==> config.mk <==
export PLATFORM = sky130hd
export DESIGN_NAME = mul_hilo_ctrl
export DESIGN_NICKNAME = d
export VERILOG_FILES = /design/src/rtl/mul_hilo_ctrl.sv
export SDC_FILE = /design/constraint.sdc
export NUM_CORES = 1
export LEC_CHECK = 0
export ABC_AREA = 1
export CAP_MARGIN = 0
export CORE_ASPECT_RATIO = 0.75
export CORE_MARGIN = 5
export CORE_UTILIZATION = 35
export CTS_CLUSTER_SIZE = 24
export DETAILED_ROUTE_END_ITERATION = 12
export HOLD_SLACK_MARGIN = 0.15
export PLACE_DENSITY = 0.75
export SYNTH_ARGS = -nofsm -noshare
export SYNTH_HDL_FRONTEND = slang
export SYNTH_SLANG_ARGS = --single-unit
==> constraint.sdc <==
create_clock -name clock -period 1.25 [get_ports clock]
set_clock_uncertainty 0.05 [all_clocks]
set_input_delay 0.25 -clock clock [delete_from_list [all_inputs] [get_ports clock]]
set_output_delay 0.25 -clock clock [all_outputs]
set_load 0.02 [all_outputs]
==> src/rtl/mul_hilo_ctrl.sv <==
// mul_hilo_ctrl: sequences a multi-cycle multiply into HI/LO; ports: clock/clear, start/op_a/op_b in, mul_a/mul_b/product to/from multiplier, busy/done, bus_in/hi_wr/lo_wr, hi_out/lo_out
module mul_hilo_ctrl #(
  parameter int SETTLE_CYCLES = 2,
  parameter int WIDTH = 32
) (
  input  logic               clock,
  input  logic               clear,
  input  logic               start,
  input  logic [WIDTH-1:0]   op_a,
  input  logic [WIDTH-1:0]   op_b,
  output logic [WIDTH-1:0]   mul_a,
  output logic [WIDTH-1:0]   mul_b,
  input  logic [2*WIDTH-1:0] product,
  output logic               busy,
  output logic               done,
  input  logic [WIDTH-1:0]   bus_in,
  input  logic               hi_wr,
  input  logic               lo_wr,
  output logic [WIDTH-1:0]   hi_out,
  output logic [WIDTH-1:0]   lo_out
);
  typedef enum logic [1:0] {IDLE, SETTLE, DONE} state_t;
  state_t state_q, state_d;
  logic [3:0] cnt_q, cnt_d;
  logic [WIDTH-1:0] mul_a_q, mul_a_d, mul_b_q, mul_b_d, hi_q, hi_d, lo_q, lo_d;
  logic accept, capture, wr_ok;
  always_comb begin
    accept  = start && state_q != SETTLE;
    capture = state_q == SETTLE && cnt_q == 4'd0;
    wr_ok   = !accept && state_q != SETTLE;
    state_d = accept ? SETTLE : state_q == SETTLE ? (capture ? DONE : SETTLE) : IDLE;
    cnt_d   = accept ? 4'(SETTLE_CYCLES - 1) : (state_q == SETTLE && !capture) ? cnt_q - 4'd1 : cnt_q;
    mul_a_d = accept ? op_a : mul_a_q;
    mul_b_d = accept ? op_b : mul_b_q;
    hi_d    = capture ? product[2*WIDTH-1:WIDTH] : (wr_ok && hi_wr) ? bus_in : hi_q;
    lo_d    = capture ? product[WIDTH-1:0] : (wr_ok && lo_wr) ? bus_in : lo_q;
  end
  always_ff @(posedge clock) begin
    if (clear) begin
      state_q <= IDLE;
      cnt_q   <= '0;
      mul_a_q <= '0;
      mul_b_q <= '0;
      hi_q    <= '0;
      lo_q    <= '0;
    end else begin
      state_q <= state_d;
      cnt_q   <= cnt_d;
      mul_a_q <= mul_a_d;
      mul_b_q <= mul_b_d;
      hi_q    <= hi_d;
      lo_q    <= lo_d;
    end
  end
  assign mul_a  = mul_a_q;
  assign mul_b  = mul_b_q;
  assign hi_out = hi_q;
  assign lo_out = lo_q;
  assign busy   = state_q == SETTLE;
  assign done   = state_q == DONE;
endmodule

==> metrics.md <==
| Metric | Value |
|---|---|
| Status | `complete, but fails checks` |
| Failing checks | `negative setup slack` |
| Average routed wire per standard cell | `17.5 microns` |
| DRT antenna net count | `0` |
| Die ar. | `19,100 sq um` |
| I/O pin total | `295` |
| Reg2reg setup slack | `-0.24 ns` |
| Multi-input gate area | `3240 sq um` |
| DRT Pass-1 Iters | `7` |
| Seq cells post-synth | `134` |
| Hold Path Origin | `op_b[30]` |
| CP required | `1.50 ns` |
| CTS H-tree lvls | `4` |
| Root Driver | `clkbuf_16` |
| Via count | `6,888` |
| Startpoint Class | `register` |
| # DRC | `0` |
| Setup crit end kind | `register` |
| Initial cell density of the core | `0.358` |
| Worst Path Arrival | `1.75 ns` |
| CP max FO | `7` |
| GRT overflow | `0` |
| Mapped Cells | `849` |
| Max-slew violation count | `0` |
| Width of the die | `158 microns` |
| Vias in the first global route | `6,475` |
| P_leak | `4.90 nW` |
| RSZ-0062 raised after global routing | `yes` |
| Routability congestion estimate | `0.877` |
| Reg2reg end | `lo_out[25]$_SDFFE_PP0P_` |
| Fillers | `1,336` |
| Die Y | `121 microns` |
| GR Util All Layers | `0.228` |
| PortBufs | `294` |
| Wirelength, routed | `24,600 microns` |
| Min-delay worst type | `input pin to register` |
| Post-synth top area cell | `dfxtp_1` |
| Max frequency | `0.669 GHz` |
| Syn. warnings | `0` |
| Final setup violation count | `136` |
| R2r startpoint | `cnt_q[0]$_SDFFE_PP0P_` |
| Post-DP HPWL | `15,500 microns` |
| Mapped Area | `5760 sq um` |
| Vias per std cell | `4.90` |
| Global-route wire length before repair | `34,400 microns` |
| Met1 GRT Util | `0.310` |
| GR met2 Demand/Resource | `0.354` |
| Max_slew headroom | `0.820` |
| Final Hold Violating Endpoints | `0` |
| Count leader, synth | `nor2_1` |
| Worst-path clk slew | `0.06 ns` |
| Later-pin clock latency in the skew report | `0.41 ns` |
| Post-Layout Cell Count | `1,407` |
| Grt peak-use layer | `met2` |
| Mean Syn Cell Area | `6.78 sq um` |
| Top cell type's share of synthesized area | `0.466` |
| DP Worst Slack | `-0.420 ns` |
| Async S/R FF share, synth | `0` |
| Hold endpoint | `mul_b[30]$_SDFFE_PP0P_` |
| Area delta synth->final | `86.0%` |
| Top FF cell, synth | `dfxtp_1` |
| Inserted Diodes | `0` |
| Initial antenna violation count | `1` |
| Site row count | `40` |
| Fin area | `10,700 sq um` |
| Setup TNS Final | `-23.27 ns` |
| Net Count, Synth | `1,016` |
| # nets final | `1,351` |
| Share of layout cells above drive strength 1 | `0.364` |
| Synth cell types | `20` |
| Clock Sinks | `134` |
| Tightest Pin Transition | `0.270 ns` |
| Worst R2R Path Depth | `8` |
| Area contributors post-synth | `dfxtp_1 (47%), nor2_1 (19%), nand2_1 (10%), o21ai_0 (7.4%), nand4_1 (4.7%)` |
| Pwr Density | `1300 nW/um^2` |
| GR Util met3 | `0.0717` |
| Core area | `16,100 sq um` |
| Cell count after placement | `1,342` |
| Top cells by instance count after synthesis | `nor2_1 (290), nand2_1 (154), dfxtp_1 (134), o21ai_0 (85), inv_1 (52)` |
| Fin crit share | `1.20` |
| Post-synthesis sequential area ratio | `0.466` |
| Dpl cell area | `9260 sq um` |
| Fin crit period | `1.49 ns` |
| Max_cap viols | `0` |
| Fin worst setup slack | `-0.244 ns` |
| CTS tree | `built` |
| Sequential cell area | `2720 sq um` |
| Clock tree buffer depth | `2` |
| CTS buffer count | `17` |
| CP Class | `register to register` |
| Maximum vdd drop | `0.944 mV` |
| Starting DRT DRC Count | `455` |
| Hold path depth | `3` |
| Largest net degree at the start of global routing | `65` |
| Post-synth EDFFs | `0` |
-- what timing repair did --
item | CTS | global route
buffers inserted | 11 | 5
hold buffers | 0 | 0
pin swaps | 20 | 53
resized for setup | 584 | 329
endpoints found under the setup margin | 259 | 218
cloned | 11 | 10
hold endpoints to repair | 0 | 0
-- metal layers --
| metal | routed length [microns] | vias up | share of wire |
|---|---|---|---|
| li1 | - | 3368 | - |
| met1 | 11000 | 3193 | 0.45 |
| met2 | 10900 | 296 | 0.44 |
| met3 | 2290 | 29 | 0.093 |
| met4 | 384 | 2 | 0.016 |
| met5 | 11 | - | 0.00045 |
-- cells by family (layout without fill, tap and decap cells) --
family	Yosys count	after routing	share of synthesized area
and+or+nand+nor	511	514	0.368
adders and majority gates	2	2	0.00435
buffers and inverters	112	457	0.0828
DFF	134	134	0.466
AOI/OAI and AO/OA	90	90	0.0783
-- placed cells by master, fill, tap and decap left out, drive strengths merged --
master and instances:
a21oi 3, buf 197, bufinv 1, clkbuf 26, clkdlybuf4s50 164, clkinv 7, clkinvlp 2, dfxtp 134
ha 2, inv 60, nand2 160, nand3 19, nand4 43, nor2 292, o21ai 87
-- where the power goes --
group	leakage [nW]	switching, mW	internal [mW]	total (mW)
logic	3.50	2.16	1.94	4.10
clock network	0.282	2.01	2.87	4.88
registers	1.12	0.236	4.69	4.92
-- layout make-up --
cell class,instances,area share
repair buffers,368,0.343
multi-input cells,606,0.303
flip-flops and latches,134,0.254
clock buffers,19,0.0423
well taps,210,0.0245
inverters,56,0.0210
clock inverters,13,0.0116
repair inverters,1,0.000584
-- flip-flops by register name, summed over array words and instances (netlist names) --
name / flops
state_q: 2
mul_b: 32
lo_out: 32
mul_a: 32
hi_out: 32
cnt_q: 4
-- stage by stage --
| stage | power (mW) | util | hold slack, ns |
|---|---|---|---|
| final | 13.9 | 0.666 | 0.366 |
| after global routing | 14.5 | 0.666 | 0.352 |
| after CTS | 13.4 | 0.612 | 0.350 |
| after detailed placement | 8.36 | 0.576 | 0.429 |
| after global placement | 8.32 | 0.576 | 0.415 |
| after floorplan | 6.58 | - | 0.335 |
-- worst max path at each step --
stage | startpoint | endpoint | slack (ns) | depth (start not counted)
finish | cnt_q[0]$_SDFFE_PP0P_ | lo_out[25]$_SDFFE_PP0P_ | -0.24 | 8
global placement | start | mul_a[17]$_SDFFE_PP0P_ | -0.39 | 7
floorplan | state_q[0]$_SDFF_PP0_ | mul_a[14]$_SDFFE_PP0P_ | -0.07 | 7
detailed placement | start | mul_a[17]$_SDFFE_PP0P_ | -0.42 | 7
CTS | state_q[1]$_SDFF_PP0_ | busy | -0.29 | 4
global route | cnt_q[0]$_SDFFE_PP0P_ | lo_out[28]$_SDFFE_PP0P_ | -0.31 | 10
-- worst max-delay path: stages, from the launching register on --
cell	delay [ns]
dfxtp_2	0.33
inv_2	0.05
ha_4	0.17
nand3_4	0.20
nand2_8	0.11
buf_4	0.16
buf_4	0.14
o21ai_1	0.11
nor2_1	0.06
(Power assumes the default switching activity.)
